**config.mk**
```make
export PLATFORM = sky130hd
export DESIGN_NAME = clk_en_gen_multi
export DESIGN_NICKNAME = d
export VERILOG_FILES = /design/src/rtl/clk_en_gen_multi.sv
export SDC_FILE = /design/constraint.sdc
export NUM_CORES = 1
export LEC_CHECK = 0
export BUFFER_PORTS_ARGS = -buffer_cell sky130_fd_sc_hd__buf_4
export CORE_UTILIZATION = 33
export CTS_CLUSTER_SIZE = 40
export DETAILED_ROUTE_END_ITERATION = 6
export HOLD_SLACK_MARGIN = 0.08
export PLACE_DENSITY_LB_ADDON = 0.2
export SKIP_CTS_REPAIR_TIMING = 1
export SYNTH_ARGS = -nofsm -noshare
export SYNTH_HDL_FRONTEND = slang
export SYNTH_SLANG_ARGS = --single-unit
```
**constraint.sdc**
```tcl
create_clock -name iClk -period 17.4 [get_ports iClk]
set_input_delay 3.48 -clock iClk [delete_from_list [all_inputs] [get_ports iClk]]
set_output_delay 3.48 -clock iClk [all_outputs]
set_load 0.05 [all_outputs]
```
**src/rtl/clk_en_gen_multi.sv**
```systemverilog
// clk_en_gen_multi: multi-channel fractional clock-enable generator.
// Each channel runs a modulo-CLK_IN phase accumulator. A strobe is emitted whenever the
// accumulator wraps. Rate writes are staged and take effect on the channel's next strobe.
// Optional feature macro: CLKEN_TOGGLE_EN adds a per-channel square-wave output oClkOut.
module clk_en_gen_multi #(
  parameter int unsigned CLK_IN   = 25000000,
  parameter int unsigned CHANNELS = 4,
  parameter int unsigned ACC_W    = 26,
  parameter int unsigned DEF_INC  = 3579545
) (
  input  logic                iClk,
  input  logic                iRst,
  input  logic                iWrEn,
  input  logic [3:0]          iWrChan,
  input  logic [ACC_W-1:0]    iWrData,
  input  logic [CHANNELS-1:0] iHold,
  output logic [CHANNELS-1:0] oClkEn,
  output logic [CHANNELS-1:0] oPending,
`ifdef CLKEN_TOGGLE_EN
  output logic [CHANNELS-1:0] oClkOut,
`endif
  output logic                oWrErr
);

  localparam logic [ACC_W:0]   ClkInExt = (ACC_W+1)'(CLK_IN);
  localparam logic [ACC_W-1:0] DefInc   = ACC_W'(DEF_INC);

  logic [ACC_W-1:0]    accum_q    [CHANNELS];
  logic [ACC_W-1:0]    accum_d    [CHANNELS];
  logic [ACC_W-1:0]    inc_q      [CHANNELS];
  logic [ACC_W-1:0]    inc_d      [CHANNELS];
  logic [ACC_W-1:0]    pend_inc_q [CHANNELS];
  logic [ACC_W-1:0]    pend_inc_d [CHANNELS];
  logic [ACC_W:0]      sum        [CHANNELS];
  logic [CHANNELS-1:0] pend_q, pend_d;
  logic [CHANNELS-1:0] en_q, en_d;
  logic [CHANNELS-1:0] wr_sel;
  logic                wr_bad;
  logic                wr_err_q, wr_err_d;

  // Decode the write port: which channel is addressed and whether the rate is out of range.
  always_comb begin
    wr_bad = ({1'b0, iWrData} >= ClkInExt);
    for (int c = 0; c < int'(CHANNELS); c++) begin
      wr_sel[c] = iWrEn && (iWrChan == 4'(c));
    end
    // Writes to nonexistent channels decode to no wr_sel bit, so they never raise an error.
    wr_err_d = (|wr_sel) && wr_bad;
  end

  // Per-channel accumulate, strobe, and staged-rate application.
  always_comb begin
    for (int c = 0; c < int'(CHANNELS); c++) begin
      accum_d[c]    = accum_q[c];
      inc_d[c]      = inc_q[c];
      pend_inc_d[c] = pend_inc_q[c];
      pend_d[c]     = pend_q[c];
      en_d[c]       = 1'b0;
      sum[c]        = {1'b0, accum_q[c]} + {1'b0, inc_q[c]};
      if (inc_q[c] == '0) begin
        // A stopped channel never strobes, so a staged rate is taken at once, even when held.
        if (pend_q[c]) begin
          inc_d[c]  = pend_inc_q[c];
          pend_d[c] = 1'b0;
        end
      end else if (!iHold[c]) begin
        if (sum[c] >= ClkInExt) begin
          accum_d[c] = ACC_W'(sum[c] - ClkInExt);
          en_d[c]    = 1'b1;
          if (pend_q[c]) begin
            inc_d[c]  = pend_inc_q[c];
            pend_d[c] = 1'b0;
          end
        end else begin
          accum_d[c] = sum[c][ACC_W-1:0];
        end
      end
      // A same-cycle write lands after any application above, so it stays pending.
      if (wr_sel[c] && !wr_bad) begin
        pend_inc_d[c] = iWrData;
        pend_d[c]     = 1'b1;
      end
    end
  end

  // Channel state registers.
  always_ff @(posedge iClk or posedge iRst) begin
    if (iRst) begin
      for (int c = 0; c < int'(CHANNELS); c++) begin
        accum_q[c]    <= '0;
        inc_q[c]      <= DefInc;
        pend_inc_q[c] <= '0;
      end
      pend_q   <= '0;
      en_q     <= '0;
      wr_err_q <= 1'b0;
    end else begin
      for (int c = 0; c < int'(CHANNELS); c++) begin
        accum_q[c]    <= accum_d[c];
        inc_q[c]      <= inc_d[c];
        pend_inc_q[c] <= pend_inc_d[c];
      end
      pend_q   <= pend_d;
      en_q     <= en_d;
      wr_err_q <= wr_err_d;
    end
  end

`ifdef CLKEN_TOGGLE_EN
  logic [CHANNELS-1:0] tog_q;

  // Square wave: flips in the same cycle the channel's strobe is high.
  always_ff @(posedge iClk or posedge iRst) begin
    if (iRst) begin
      tog_q <= '0;
    end else begin
      tog_q <= tog_q ^ en_d;
    end
  end

  assign oClkOut = tog_q;
`endif

  assign oClkEn   = en_q;
  assign oPending = pend_q;
  assign oWrErr   = wr_err_q;

endmodule

```
==> results of run 1 <==
## layout make-up
| type | instances | area, µm² | area share |
|---|---|---|---|
| flip-flops and latches | 321 | 8098 | 0.3394 |
| clock buffers | 55 | 1201 | 0.05034 |
| repair buffers | 54 | 417.9 | 0.01752 |
| multi-input cells | 1704 | 12480 | 0.5229 |
| well taps | 846 | 1059 | 0.04437 |
| clock inverters | 21 | 296.5 | 0.01243 |
| inverters | 81 | 311.5 | 0.01306 |
## worst max path at each step
stage                    start             end  slack (ns)  depth (start not counted)
floorplan                 iRst      accum_q[0]        5.12                          1
global placement    iWrData[7]   pend_inc_q[9]       10.48                         12
detailed placement  iWrData[7]   pend_inc_q[7]       10.44                         12
CTS                 iWrData[7]  pend_inc_q[10]       11.02                         12
global route        iWrData[7]  pend_inc_q[10]       10.71                         12
finish              iWrData[7]  pend_inc_q[10]       10.99                         12
## report_power, final
group,switching [W],total [W],internal [W]
sequential,0.000182,0.00119,0.00100
clock,0.000356,0.000935,0.000579
combinational,0.00169,0.00278,0.00109
## layer usage
metal	vias to the layer above	track usage	routed length (µm)
met5	-	0	10
met4	2	0.05820	1621
met3	99	0.03144	2655
met2	304	0.2792	26070
met1	8167	0.2558	29250
li1	8123	-	-
## state kept, by name, summed over array words and instances, names as in the netlist
register,flops
oWrErr,1
accum_q,104
oClkEn,4
oPending,4
pend_inc_q,104
inc_q,104
## cell usage in the layout (no fill, tap or decap), drive strengths merged, types with 20 or more instances in the layout
| cell type | synthesis | layout |
|---|---|---|
| nor2 | 125 | 125 |
| mux2 | 146 | 146 |
| nand4 | 23 | 23 |
| clkbuf | 43 | 55 |
| buf | 52 | 54 |
| a21o | 50 | 50 |
| and3 | 26 | 26 |
| xnor2 | 83 | 83 |
| o21ai | 175 | 175 |
| dfstp | 52 | 52 |
| ha | 112 | 112 |
| a31oi | 24 | 24 |
| inv | 81 | 85 |
| a211oi | 23 | 23 |
| o211ai | 32 | 32 |
| xor2 | 49 | 49 |
| nor3 | 39 | 39 |
| o2bb2ai | 30 | 30 |
| dfrtp | 269 | 269 |
| a21oi | 130 | 130 |
| nor4 | 32 | 32 |
| nand3 | 53 | 53 |
| and2 | 21 | 21 |
| nand2 | 219 | 219 |
| nor2b | 20 | 20 |
## metrics by stage
step	util	total power (W)	std cells
2_1_floorplan	-	0.003361	2201
4_1_cts	0.3755	0.004933	3082
6_report	0.3755	0.004905	3082
3_3_place_gp	0.3519	0.003923	3006
5_1_grt	0.3755	0.005318	3082
3_5_place_dp	0.3519	0.003961	3006
## tightest hold or removal path, delay by kind of cell, from the launching register on
kind	cells	cell delay, ns
DFF	1	0.35
and+or+nand+nor	2	0.10
## logic make-up (layout without fill, tap and decap cells)
family	after synthesis	after routing
simple gates	646	646
compound gates	653	653
fa+ha+maj	116	116
xor+xnor	132	132
buf+inv	176	211
flops	321	321
mux	157	157
==> flow_metrics.tcl, run 1 <==
set metrics [dict create \
    r2r_start "inc_q[78]" \
    setup.worst_path.start_class "input port" \
    synth_top_area_cell "dfrtp_1" \
    drt_wl_total_mm 59.61 \
    synth_area_leaders "dfrtp_1, ha_1, dfstp_2" \
    grt_usage 0.1812 \
    whs_endpoint "accum_q[52]" \
    cp_common_cell "buf_4" \
    viasPerCell 5.417 \
    diodes 0 \
    synth_edf_count 0 \
    synthTopCellsByCount "dfrtp_1, nand2_1, o21ai_0" \
    synth_top_area_frac 0.3149 \
    clockBufferDepth 3 \
    grt_pass1_vias 16675 \
    die_area_um2 65800 \
    portBuffers 45 \
    synth_top_family_by_area "compound AO/OA/AOI/OAI gates" \
    clkLatencyLatePin_ns 0.56 \
    gp_congestion 0.8794 \
    r2r_setup_slack_ns 11.84 \
    cp_cell_sequence "buf_4 -> or4_1 -> nor2_1 -> o21bai_1 -> a221oi_1 -> nor3_1 -> o21ai_1 -> nand4_1 -> or2_1 -> nor2_2 -> buf_4 -> mux2_2" \
    via_count 16695 \
    pre_cts_slack_ns 10.44 \
    drc_errors 0 \
    yosysWarningCount 0 \
    ys_ff_latch 321 \
    cts_tree "built" \
    ys_types 118 \
    synth_ff_type "dfrtp_1" \
    synthXorXnorAreaFrac 0.05513 \
    hp-class "reg -> reg" \
    cap_violations 0 \
    clkSlewWorstSetupHoldPaths_ns 0.06 \
    finalSetupViolCount 0 \
    layout-area-overhead-vs-synth_pct 11.61 \
    placed_area_um2 22360 \
    layout_min_cycle_time_ns 6.413 \
    cp.required_ns 17.84 \
    overflow 0 \
    h-tree-depth 2 \
    cp_top_family "simple AND/OR/NAND/NOR gates" \
    irDropWorstVdd_uv 104.5 \
    numClockSinks 321 \
    holdWs_ns 0.4822 \
    final_nets 2356 \
    end_kind "flip-flop" \
    rsz0062_at_grt "no" \
    start_util 0.3364 \
    syn-num-nets 2354 \
    ant_nets 0 \
    fin_setup_tns_ns 0 \
    synth_mux_area_frac 0.08680 \
    dp_hpwl_mm 44.32 \
    clock-root-buffer "clkbuf_16" \
    setup_slack_ns 10.99 \
    rows 92 \
    worstSetupPathType "in -> reg" \
    ys_seq_area_frac 0.3788 \
    crit_path_max_fanout 27 \
    first_pass_iters 5 \
    core_area_um2 63540 \
    synth.most_common_cell "dfrtp_1" \
    io_pins 46 \
    fillers 6351 \
    synthAdderAreaFrac 0.06930 \
    synth_compound_area_frac 0.2200 \
    die-height_um 256.5 \
    worstPathArrival_ns 6.86 \
    die_w_um 256.5 \
    power_leakage_nw 10.38 \
    routedWlPerCell_um 19.34 \
    fin_skew_ns 0.01694 \
    synthArstFlopShare 1.000 \
    synthesis.area_um2 21380 \
    rr_endpoint "inc_q[92]" \
    grt_max_degree 142 \
    syn_inst 2201 \
    path_buf_inv 2 \
    worstMarginPinSlew_ns 1.077 \
    reg2regPathDepth 17 \
    cts_made_buffers 41 \
    crit_slowest_cell "or4_1" \
    hp-start "accum_q[52]" \
    clock.fmax_mhz 155.9 \
    synth-simple-area-share 0.1516 \
    period_share 0.3685 \
    cpPeakStageDelay_ns 0.57 \
    drt_iter0_drc 1236 \
    grt_antenna_before_repair 1 \
    fin_area_um2 23860 \
    maxSlewViolCount 0 \
    run_status "complete, no violations" \
    powerDensity_nw_per_um2 205.6 \
    hold_depth 2 \
    grt_first_pass_wirelength_mm 95.29 \
    relSlewSlack 0.2791 \
    drive_gt1_frac 0.1811 \
    hold_viol 0 \
    avgSynthCellArea_um2 9.713 \
]
Note: power is estimated with default switching activity, not from simulation.
==> run 2, diff against run 1 <==
==> constraint.sdc (replaced) <==
create_clock -name iClk -period 5.9 [get_ports iClk]
set_input_delay 1.18 -clock iClk [delete_from_list [all_inputs] [get_ports iClk]]
set_output_delay 1.18 -clock iClk [all_outputs]
set_load 0.05 [all_outputs]
==> run 2 against run 1 <==
Compared with the run above: sequential share of layout area rose by 0.055 points; largest cell class unchanged; highest routed layer is now met4; clock power grew to 2.8 times the previous value; critical path type is now reg -> reg; count of clock-buffer cells in the layout up 3.
==> flow_metrics.tcl, run 2 (synthesis results as in run 1) <==
set metrics [dict create \
    via_count 16837 \
    relSlewSlack 0.3383 \
    cpPeakStageDelay_ns 0.61 \
    power.total_w 0.01429 \
    drc_errors 0 \
    overflow 0 \
    core_area_um2 63540 \
    grt_antenna_before_repair 2 \
    crit_path_max_fanout 14 \
    fin_setup_tns_ns 0 \
    io_pins 46 \
    clock-root-buffer "clkbuf_16" \
    grt_usage 0.1782 \
    hp-class "reg -> reg" \
    powerDensity_nw_per_um2 599.8 \
    rows 92 \
    rsz0062_at_grt "no" \
    worstSetupPathType "reg -> reg" \
    start_util 0.3364 \
    diodes 0 \
    fin_skew_ns 0.02567 \
    die_w_um 256.5 \
    top_regs "accum_q (104), inc_q (104), pend_inc_q (104)" \
    cp.required_ns 6.30 \
    maxSlewViolCount 0 \
    period_share 0.9044 \
    cp_cell_sequence "ha_1 -> inv_1 -> fa_1 -> nor2b_1 -> o21ba_1 -> o21a_1 -> nor2_1 -> xnor2_1 -> ha_1 -> nand4b_1 -> or4_1 -> nor4_1 -> and3_1 -> a311oi_2 -> a211oi_1 -> nand3_1 -> o2bb2ai_1" \
    die_area_um2 65800 \
    layout_min_cycle_time_ns 5.336 \
    worstMarginPinSlew_ns 0.9905 \
    grt_max_degree 105 \
    first_pass_iters 5 \
    finalSetupViolCount 0 \
    grt_first_pass_wirelength_mm 94.37 \
    run_status "complete, no violations" \
    clkSlewWorstSetupHoldPaths_ns 0.06 \
    portBuffers 45 \
    layout-area-overhead-vs-synth_pct 11.42 \
    layout_commonest_cell "dfrtp_1" \
    gp_congestion 0.8787 \
    end_kind "flip-flop" \
    drt_wl_total_mm 58.63 \
    hold_viol 0 \
    grt_pass1_vias 16655 \
    cap_violations 0 \
    r2r_setup_slack_ns 0.56 \
    clockBufferDepth 3 \
    cts_made_buffers 39 \
    path_buf_inv 1 \
    viasPerCell 5.463 \
    h-tree-depth 2 \
    worstPathArrival_ns 5.74 \
    irDropWorstVdd_uv 292.4 \
    crit_slowest_cell "a211oi_1" \
    cp_top_family "simple AND/OR/NAND/NOR gates" \
    cts_tree "built" \
    die-height_um 256.5 \
    numClockSinks 321 \
    dp_hpwl_mm 43.77 \
    setup.worst_path.start_class "flip-flop" \
    power_leakage_nw 10.37 \
    final_cell_mix "dfrtp_1, nand2_1, o21ai_0, nor2_1, a21oi_1" \
    cp_common_cell "ha_1" \
    routedWlPerCell_um 19.02 \
    clock.fmax_mhz 187.4 \
    drt_iter0_drc 1143 \
    clkLatencyLatePin_ns 0.57 \
    ant_nets 0 \
    drive_gt1_frac 0.1775 \
    final_nets 2359 \
]
[run 2: layout make-up]
| type | instances | area, µm² |
|---|---|---|
| Fill cell | 6343 | 39720 |
| Tap cell | 846 | 1059 |
| Sequential cell | 321 | 8098 |
| Multi-Input combinational cell | 1704 | 12480 |
| Timing Repair Buffer | 59 | 493.0 |
| Inverter | 81 | 307.8 |
| Clock inverter | 13 | 259.0 |
| Clock buffer | 58 | 1129 |
[run 2: path summary, 6_finish.rpt]
check,startpoint,to,depth (start not counted)
worst max register to register,inc_q[78],inc_q[100],17
worst min-delay path,pend_inc_q[11],inc_q[11],2
worst max-delay path,inc_q[78],inc_q[100],17
min in group asynchronous,iRst,accum_q[72],2
worst min register to register,pend_inc_q[11],inc_q[11],2
max in group asynchronous,iRst,accum_q[44],3
[run 2: power by group]
part	switching [W]	total [W]	leakage, nW	internal [W]
combinational	0.00496	0.00820	5.75	0.00323
clock	0.000971	0.00261	0.676	0.00163
sequential	0.000524	0.00349	3.95	0.00296
[run 2: through the flow]
| step | std cells | utilization | hold slack, ns | instance area (µm²) | worst slack, ns |
|---|---|---|---|---|---|
| floorplan | 2201 | - | 0.4500 | 21380 | 0.4817 |
| global placement | 3011 | 0.3530 | 0.4655 | 22430 | 0.8360 |
| detailed placement | 3011 | 0.3530 | 0.4710 | 22430 | 0.6391 |
| CTS | 3082 | 0.3749 | 0.4801 | 23820 | 0.6140 |
| global route | 3082 | 0.3749 | 0.5028 | 23820 | 0.05657 |
| finish | 3082 | 0.3749 | 0.4793 | 23820 | 0.5642 |
[run 2: routing by layer]
layer / part of all wire / GRT usage / vias to the layer above / wire length (µm)
met4: 0.024 / 0.05274 / 0 / 1410
met3: 0.047 / 0.02679 / 85 / 2765
met5: 0 / 0 / - / 0
li1: - / - / 8125 / -
met2: 0.45 / 0.2816 / 361 / 26490
met1: 0.48 / 0.2503 / 8266 / 27970
[run 2: worst register-to-register path, stage by stage (launching register included)]
cell	delay, ns
dfstp_2	0.54
ha_1	0.19
inv_1	0.07
fa_1	0.40
nor2b_1	0.18
o21ba_1	0.18
o21a_1	0.19
nor2_1	0.07
xnor2_1	0.36
ha_1	0.25
nand4b_1	0.10
or4_1	0.56
nor4_1	0.21
and3_1	0.21
a311oi_2	0.17
a211oi_1	0.61
nand3_1	0.60
o2bb2ai_1	0.30
==> run 3, diff against run 2 <==
--- a/config.mk
+++ b/config.mk
@@ -6,7 +6,7 @@
 export NUM_CORES = 1
 export LEC_CHECK = 0
 export BUFFER_PORTS_ARGS = -buffer_cell sky130_fd_sc_hd__buf_4
-export CORE_UTILIZATION = 33
+export CORE_UTILIZATION = 35
 export CTS_CLUSTER_SIZE = 40
 export DETAILED_ROUTE_END_ITERATION = 6
 export HOLD_SLACK_MARGIN = 0.08
==> run 3 against run 2 <==
Compared with the run above: the flow now finishes with violations (design-rule violations); sequential power barely moved; first-iteration DRC count fell by 15%; wire length rose by 0.95%; register-to-register slack got worse by 0.07 ns; maximum frequency fell by 1.4%; die area fell by 5.7%; non-clock buffer count rose by 2; critical endpoint is now inc_q[86]; largest power group unchanged.
==> flow_metrics.tcl, run 3 (synthesis results as in run 1) <==
set metrics [dict create \
    cp_common_cell "ha_1" \
    grt_pass1_vias 16669 \
    cts_made_buffers 40 \
    grt_antenna_before_repair 2 \
    r2r_start "inc_q[78]" \
    drive_gt1_frac 0.1813 \
    clockBufferDepth 3 \
    die_area_um2 62070 \
    viasPerCell 5.562 \
    drc_errors 2 \
    violations "design-rule violations" \
    r2r_setup_slack_ns 0.49 \
    worstPathArrival_ns 5.82 \
    via_count 16804 \
    power_leakage_nw 10.37 \
    powerDensity_nw_per_um2 604.3 \
    gp_congestion 0.9094 \
    crit_slowest_cell "nand3_1" \
    first_pass_iters 7 \
    maxSlewViolCount 0 \
    end_kind "flip-flop" \
    portBuffers 45 \
    dp.cells 2949 \
    diodes 0 \
    hold_depth 2 \
    cp_top_family "simple AND/OR/NAND/NOR gates" \
    start_util 0.3542 \
    worstSetupPathType "reg -> reg" \
    whs_endpoint "inc_q[90]" \
    ant_nets 0 \
    grt_usage 0.1909 \
    path_buf_inv 1 \
    clkLatencyLatePin_ns 0.57 \
    final_cell_count_no_fill 3021 \
    dp_hpwl_mm 43.66 \
    m1WireLength_mm 28.41 \
    setup.worst_path.start_class "flip-flop" \
    layout_commonest_cell "dfrtp_1" \
    top_regs "accum_q (104), inc_q (104), pend_inc_q (104)" \
    drt_wl_total_mm 59.19 \
    rsz0062_at_grt "no" \
    finalSetupViolCount 0 \
    wl_met3_mm 2.341 \
    fin_skew_ns 0.01198 \
    irDropWorstVdd_uv 369.7 \
    fin_setup_tns_ns 0 \
    relSlewSlack 0.2902 \
    period_share 0.9168 \
    reg2regPathDepth 17 \
    fin_area_um2 23740 \
    clkSlewWorstSetupHoldPaths_ns 0.06 \
    hp-start "pend_inc_q[90]" \
    overflow 0 \
    clock-root-buffer "clkbuf_16" \
    io_pins 46 \
    h-tree-depth 2 \
    cpPeakStageDelay_ns 0.67 \
    rr_endpoint "inc_q[86]" \
    layout-area-overhead-vs-synth_pct 11.04 \
    core_area_um2 60360 \
    cp_cell_sequence "ha_1 -> inv_1 -> fa_1 -> nor2b_1 -> o21ba_1 -> o21a_1 -> nor2_1 -> xnor2_1 -> ha_1 -> nand4b_1 -> or4_1 -> nor4_1 -> and3_1 -> a311oi_2 -> a211oi_1 -> nand3_1 -> o2bb2ai_1" \
    run_status "finished, violations left" \
    final_nets 2362 \
    cp.required_ns 6.31 \
    routedWlPerCell_um 19.59 \
    post-route-util 0.3933 \
    worstMarginPinSlew_ns 1.064 \
    placed_area_um2 22350 \
    grt_first_pass_wirelength_mm 94.63 \
    cap_violations 0 \
    rows 90 \
    cts_tree "built" \
    crit_path_max_fanout 14 \
    die-height_um 249.1 \
    wl_met2_mm 26.93 \
    hold_viol 0 \
    grt_max_degree 156 \
    drt_iter0_drc 969 \
    highest_layer "met4" \
    die_w_um 249.1 \
    layout_min_cycle_time_ns 5.409 \
    numClockSinks 321 \
    clock.fmax_mhz 184.9 \
    final_cell_mix "dfrtp_1, nand2_1, o21ai_0, a21oi_1, nor2_1" \
    hp-class "reg -> reg" \
]
[run 3: worst max-delay path by stage]
stage	startpoint	to	slack, ns	cells after the start
floorplan	iRst	accum_q[0]	0.48	1
global placement	inc_q[78]	inc_q[103]	0.85	17
detailed placement	inc_q[78]	inc_q[97]	0.55	17
CTS	inc_q[78]	inc_q[86]	0.50	17
global route	inc_q[78]	inc_q[103]	0.09	17
finish	inc_q[78]	inc_q[86]	0.49	17
[run 3: final cells by class]
class,count,area (µm²)
Tap cell,782,978.4
Sequential cell,321,8098
Fill cell,5924,36620
Inverter,81,307.8
Clock buffer,59,1204
Timing Repair Buffer,61,483.0
Clock inverter,13,188.9
Multi-Input combinational cell,1704,12480
[run 3: metrics by stage]
step           hold WS [ns]  worst slack (ns)  total power [W]
4_1_cts              0.4817            0.5038          0.01441
5_1_grt              0.5020           0.08588          0.01549
3_3_place_gp         0.4638            0.8503          0.01159
3_5_place_dp         0.4708            0.5483          0.01170
6_report             0.4790            0.4910          0.01435
2_1_floorplan        0.4500            0.4817         0.009912
[run 3: where the power goes]
| group | internal [W] | leakage [nW] | total, W | switching, W |
|---|---|---|---|---|
| logic | 0.00324 | 5.75 | 0.00823 | 0.00499 |
| registers | 0.00296 | 3.95 | 0.00350 | 0.000536 |
| clock network | 0.00159 | 0.679 | 0.00262 | 0.00102 |
| total | 0.00779 | 10.4 | 0.0143 | 0.00655 |
[run 3: tightest hold or removal path, stage by stage, from the launching register on]
cell       delay [ns]
dfrtp_1          0.36
inv_1            0.07
o2bb2ai_1        0.06
[run 3: layer usage]
layer / up-vias / GRT usage
met1: 8274 / 0.2651
met5: - / 0
met3: 87 / 0.03020
met4: 0 / 0.05238
met2: 318 / 0.3068
li1: 8125 / -
